$ cat config.mk
export PLATFORM = sky130hd
export DESIGN_NAME = maple_xfer_sequencer
export DESIGN_NICKNAME = d
export VERILOG_FILES = /design/src/rtl/maple_xfer_sequencer.sv
export SDC_FILE = /design/constraint.sdc
export NUM_CORES = 1
export LEC_CHECK = 0
export BUFFER_PORTS_ARGS = -buffer_cell sky130_fd_sc_hd__clkbuf_2
export CAP_MARGIN = 20
export CORE_MARGIN = 2
export CORE_UTILIZATION = 35
export CTS_CLUSTER_DIAMETER = 50
export DETAILED_ROUTE_END_ITERATION = 12
export GPL_TIMING_DRIVEN = 0
export PLACE_DENSITY = 0.62
export REMOVE_ABC_BUFFERS = 1
export SLEW_MARGIN = 20
export SYNTH_ARGS = -nofsm -noshare
export SYNTH_HDL_FRONTEND = slang
export SYNTH_SLANG_ARGS = --single-unit
$ cat constraint.sdc
create_clock -name clk -period 6.02 [get_ports clk]
set_clock_uncertainty 0.05 [all_clocks]
set_input_delay 1.204 -clock clk [delete_from_list [all_inputs] [get_ports clk]]
set_output_delay 1.204 -clock clk [all_outputs]
set_load 0.02 [all_outputs]
$ cat src/rtl/maple_xfer_sequencer.sv
// Maple bus transfer sequencer: register file plus a hardware transaction FSM
// (start pattern, FIFO drain, end pattern, optional response wait) with sticky status and IRQ.
module maple_xfer_sequencer #(
  parameter logic [7:0] VERSION       = 8'hA7,
  parameter logic [7:0] CLOCKDIV_INIT = 8'h06,
  parameter int         NUM_PORTS     = 4,
  parameter int         PORT_W        = 2,
  parameter int         TO_SHIFT      = 4
) (
  input  logic              clk,
  input  logic              rst,
  input  logic [6:0]        regnum,
  input  logic [7:0]        regdata_write,
  input  logic              reg_write,
  output logic [7:0]        regdata_read,
  input  logic              tick,
  output logic [7:0]        clock_div,
  output logic [PORT_W-1:0] port_select,
  output logic              trigger_start,
  output logic              trigger_end,
  input  logic              start_active,
  input  logic              end_active,
  input  logic              oe,
  input  logic              tx_avail,
  output logic              tx_flush,
  output logic              rx_arm,
  input  logic              rx_done,
  output logic              busy,
  output logic              irq
);
  localparam int CNT_W = 8 + TO_SHIFT;

  typedef enum logic [2:0] {S_IDLE, S_START, S_DATA, S_END, S_RXWAIT} state_t;

  state_t            r_state, w_state_nx;
  logic              r_seen, w_seen_nx;
  logic [CNT_W-1:0]  r_cnt, w_cnt_nx, w_load;
  logic              r_trig_start, r_trig_end, r_flush, r_irq, r_rx_en;
  logic              w_trig_start_nx, w_trig_end_nx, w_rx_en_nx;
  logic [2:0]        w_set, w_clr;
  logic [7:0]        r_scratch, r_clkdiv, r_timeout;
  logic [PORT_W-1:0] r_portsel;
  logic [2:0]        r_status, r_irqen;
  logic              w_wr_ctrl, w_go, w_abort, w_busy, w_portsel_ok;

  assign w_wr_ctrl    = reg_write && (regnum == 7'd4);
  assign w_go         = w_wr_ctrl && regdata_write[0];
  assign w_abort      = w_wr_ctrl && regdata_write[1];
  assign w_busy       = (r_state != S_IDLE);
  assign w_load       = CNT_W'(r_timeout) << TO_SHIFT;
  assign w_clr        = (reg_write && regnum == 7'd5) ? regdata_write[2:0] : 3'b000;
  assign w_portsel_ok = !w_busy && ({1'b0, regdata_write} < 9'(NUM_PORTS));

  // A zero load count means wait forever: the counter only runs while non-zero
  always_comb begin
    w_state_nx      = r_state;
    w_seen_nx       = r_seen;
    w_cnt_nx        = r_cnt;
    w_trig_start_nx = 1'b0;
    w_trig_end_nx   = 1'b0;
    w_rx_en_nx      = r_rx_en;
    w_set           = 3'b000;
    if (w_abort) begin
      if (w_busy) w_set[2] = 1'b1;
      w_state_nx = S_IDLE;
      w_seen_nx  = 1'b0;
    end else begin
      case (r_state)
        S_IDLE: begin
          if (w_go && tx_avail) begin
            w_state_nx      = S_START;
            w_trig_start_nx = 1'b1;
            w_seen_nx       = 1'b0;
            w_rx_en_nx      = regdata_write[2];
          end
        end
        S_START: begin
          if (r_seen && !start_active) begin
            w_state_nx = S_DATA;
            w_seen_nx  = 1'b0;
          end else if (start_active) begin
            w_seen_nx = 1'b1;
          end
        end
        S_DATA: begin
          if (!tx_avail && !oe) begin
            w_state_nx    = S_END;
            w_trig_end_nx = 1'b1;
            w_seen_nx     = 1'b0;
          end
        end
        S_END: begin
          if (r_seen && !end_active) begin
            w_seen_nx = 1'b0;
            if (r_rx_en) begin
              w_state_nx = S_RXWAIT;
              w_cnt_nx   = w_load;
            end else begin
              w_state_nx = S_IDLE;
              w_set[0]   = 1'b1;
            end
          end else if (end_active) begin
            w_seen_nx = 1'b1;
          end
        end
        S_RXWAIT: begin
          if (rx_done) begin
            w_state_nx = S_IDLE;
            w_set[0]   = 1'b1;
          end else if (tick && (r_cnt != '0)) begin
            w_cnt_nx = r_cnt - 1'b1;
            if (r_cnt == CNT_W'(1)) begin
              w_state_nx = S_IDLE;
              w_set[1]   = 1'b1;
            end
          end
        end
        default: w_state_nx = S_IDLE;
      endcase
    end
  end

  always_ff @(posedge clk) begin
    if (rst) begin
      r_state      <= S_IDLE;
      r_seen       <= 1'b0;
      r_cnt        <= '0;
      r_trig_start <= 1'b0;
      r_trig_end   <= 1'b0;
      r_flush      <= 1'b0;
      r_rx_en      <= 1'b0;
      r_status     <= 3'b000;
      r_irq        <= 1'b0;
    end else begin
      r_state      <= w_state_nx;
      r_seen       <= w_seen_nx;
      r_cnt        <= w_cnt_nx;
      r_trig_start <= w_trig_start_nx;
      r_trig_end   <= w_trig_end_nx;
      r_flush      <= w_abort;
      r_rx_en      <= w_rx_en_nx;
      r_status     <= (r_status & ~w_clr) | w_set;
      r_irq        <= |(r_status & r_irqen);
    end
  end

  always_ff @(posedge clk) begin
    if (rst) begin
      r_scratch <= 8'h00;
      r_clkdiv  <= CLOCKDIV_INIT;
      r_portsel <= '0;
      r_timeout <= 8'hFF;
      r_irqen   <= 3'b000;
    end else if (reg_write) begin
      case (regnum)
        7'd1: r_scratch <= regdata_write;
        7'd2: r_clkdiv  <= regdata_write;
        7'd3: if (w_portsel_ok) r_portsel <= regdata_write[PORT_W-1:0];
        7'd6: r_timeout <= regdata_write;
        7'd7: r_irqen   <= regdata_write[2:0];
        default: ;
      endcase
    end
  end

  always_comb begin
    regdata_read = 8'hFF;
    case (regnum)
      7'd0: regdata_read = VERSION;
      7'd1: regdata_read = r_scratch;
      7'd2: regdata_read = r_clkdiv;
      7'd3: regdata_read = 8'(r_portsel);
      7'd4: regdata_read = {4'b0000, oe, r_rx_en, w_busy, 1'b0};
      7'd5: regdata_read = {5'b00000, r_status};
      7'd6: regdata_read = r_timeout;
      7'd7: regdata_read = {5'b00000, r_irqen};
      default: regdata_read = 8'hFF;
    endcase
  end

  assign clock_div     = r_clkdiv;
  assign port_select   = r_portsel;
  assign trigger_start = r_trig_start;
  assign trigger_end   = r_trig_end;
  assign tx_flush      = r_flush;
  assign rx_arm        = (r_state == S_RXWAIT);
  assign busy          = w_busy;
  assign irq           = r_irq;

endmodule

==> impl_metrics.json <==
{
  "rsz0062_at_grt": "no",
  "overflow": 0,
  "worst_pin_slew_ns": 1.04,
  "grt.met3_usage_pct": 3.13,
  "wl_per_cell_microns": 14.9,
  "fin_setup_tns_ns": 0,
  "cts_resized": 0,
  "yosysTopAreaCellShare_pct": 37.7,
  "placed_area_sq_mm": 0.00308,
  "areaGrowthSynthToFinish_pct": 12.3,
  "synthDistinctLibCells": 53,
  "place_ws_ns": 1.99,
  "crit_type": "in2out",
  "ant_nets": 0,
  "die_w_microns": 93.7,
  "yosys.area.top_type": "dfxtp_1",
  "post-route-min-period_ns": 4.08,
  "maxSlewViolCount": 0,
  "crit_path_end_kind": "primary output",
  "postLayoutCellArea_sq_mm": 0.00316,
  "initial_utilization_pct": 36.3,
  "busiest_layer": "met2",
  "row_count": 32,
  "synth_common_cells": "dfxtp_1, nor2_1, a21oi_1, mux2i_1",
  "worst_setup_path_start_kind": "input port",
  "grt_use_met1_pct": 22.5,
  "grt_pass1_vias": 2326,
  "syn_avg_cell_area_sq_um": 8.38,
  "synthCells": 336,
  "ys_seq_elements": 53,
  "ir_worst_vdd_mv": 0.0746,
  "fp.coreArea_sq_mm": 0.00777,
  "via_per_inst": 5.44,
  "synth-async-reset-ratio_pct": 0,
  "hold_path_startpoint": "r_cnt[1]$_SDFFE_PP0P_",
  "portBuffers": 47,
  "grt_pass1_wl_mm": 11.5,
  "hold_path_class": "reg2reg",
  "timing.rr.end": "r_cnt[6]$_SDFFE_PP0P_",
  "layout.cells.non_filler": 467,
  "drive_gt1_share_pct": 21.9,
  "fmax_mhz": 245,
  "setup_violations": 0,
  "firstDrtPassIters": 4,
  "cts_buffers": 5,
  "finalHoldViolations": 0,
  "antenna_found_initial": 0,
  "clock_latency_ns": 0.32,
  "vias": 2540,
  "holdPathStages": 2,
  "period_share_pct": 67.7,
  "routabilityCongestion": 0.762,
  "path_clk_slew_ns": 0.10,
  "htreeDepth": 2,
  "setup_ws_ns": 1.94,
  "synth_warnings": 0,
  "status": "complete, no violations",
  "arrival_ns": 2.82,
  "drt-total-wl_mm": 6.95,
  "postCtsSetupBuffers": 0,
  "slew-limit-headroom_pct": 30.4,
  "track_usage_pct": 16.6,
  "dp_hpwl_mm": 4.80,
  "io_pins": 48,
  "use_met2_pct": 26.3,
  "root_buffer": "clkbuf_8",
  "rrSetupSlack_ns": 3.28,
  "nFillCells": 818,
  "diodes": 0,
  "fp.dieH_microns": 93.7,
  "drt_iter0_markers": 120,
  "crit_required_ns": 4.77,
  "synth_edf_count": 0,
  "fin_nets": 391,
  "r2r_cells": 5,
  "synthTopCellsByArea": "dfxtp_1, mux2i_1, nor2_1, a21oi_1, a211o_1",
  "yosysSeqAreaShare_pct": 37.7,
  "die-area_sq_mm": 0.00878,
  "synth.most_common_cell": "dfxtp_1",
  "maxCapViolations": 0,
  "r2r-start": "r_cnt[4]$_SDFFE_PP0P_",
  "worst-path-max-fanout": 13,
  "cts_tree": "done",
  "grt_max_degree": 53,
  "drcViolationCount": 0,
  "synth_ff_type": "dfxtp_1",
  "cts.sinks": 53,
  "holdPathEnd": "r_cnt[1]$_SDFFE_PP0P_",
  "p_per_area_mw_per_mm2": 191,
  "clockBufferDepth": 2,
  "placedCellCount": 459,
  "p_leak_nw": 1.26,
  "cts_hold_buf": 0,
  "syn_area_sq_mm": 0.00282
}
==> final cells by class <==
cell class	instances	area, sq um	area share [%]
clock buffer	5	68.8	2.17
inverter	12	45.0	1.42
tap	102	128	4.03
timing repair buffer	47	235	7.43
multi-input combinational	245	1610	50.9
sequential	53	1060	33.5
clock inverter	3	17.5	0.554
==> layer usage <==
layer / part of all wire, % / wire [microns]
met3: 4.5 / 310
met4: 1.5 / 102
met5: 0 / 0
met2: 46 / 3170
met1: 49 / 3370
==> sequential cells by signal (all words and copies together) (netlist names), 2 cells and up <==
name         count
clock_div        8
port_select      2
r_cnt           12
r_irqen          3
r_scratch        8
r_state          3
r_status         3
r_timeout        8
==> report_power, final <==
part	switching, W	internal (W)	total (W)
Sequential	0.000000402	0.000351	0.000351
Clock	0.000125	0.0000807	0.000206
Combinational	0.0000310	0.0000152	0.0000462
Total	0.000157	0.000447	0.000603
==> through the flow <==
step	hold slack (ns)	util [%]	total power, W
5_1_grt	0.466	40.7	0.000629
2_1_floorplan	0.394	-	0.000376
4_1_cts	0.438	40.7	0.000609
3_3_place_gp	0.415	39.5	0.000405
3_5_place_dp	0.424	39.6	0.000405
6_report	0.434	40.7	0.000603
==> cell usage in the layout, fill, tap and decap left out, types with 2 or more instances in the layout <==
cell type,count
a211o_1,10
a21o_1,2
a21oi_1,23
a21oi_2,7
a22oi_1,6
and3_1,2
clkbuf_2,46
clkbuf_8,5
clkinv_2,2
dfxtp_1,53
ha_1,3
inv_1,12
mux2_2,5
mux2i_1,23
nand2_1,19
nand2b_1,7
nand3_1,7
nand3b_1,3
nand4_1,3
nand4b_1,2
nor2_1,39
nor2b_1,13
nor3_1,10
nor4_1,6
o211ai_1,2
o21ai_0,10
o21ai_1,4
o21ai_2,3
o32ai_1,2
o41ai_1,2
or2_2,5
or3_1,4
or3b_1,2
or4_1,3
==> cell families after synthesis <==
| logic type | count (synthesis) | synth area share (%) |
|---|---|---|
| compound gates | 84 | 21.1 |
| fa+ha+maj | 3 | 1.33 |
| buf+inv | 38 | 5.51 |
| mux | 28 | 10.2 |
| xor+xnor | 1 | 0.311 |
| simple gates | 129 | 23.9 |
| flops | 53 | 37.7 |
==> worst max path at each step <==
stage                          from         endpoint  slack [ns]  cells past startpoint
after global routing      regnum[3]  regdata_read[2]        1.80                      7
after floorplan           regnum[3]  regdata_read[5]        2.30                      2
after global placement    regnum[3]  regdata_read[2]        1.67                      7
after CTS                 regnum[1]  regdata_read[0]        1.97                      7
final                     regnum[1]  regdata_read[0]        1.94                      7
after detailed placement  regnum[1]  regdata_read[0]        1.99                      7
==> worst max-delay path: stages <==
cell and delay, ns:
clkbuf_2 0.31, inv_1 0.19, nor2_1 0.51, a221oi_1 0.20, a21oi_1 0.14, nand2_1 0.07
clkbuf_2 0.19
Note: power is estimated with default switching activity, not from simulation.
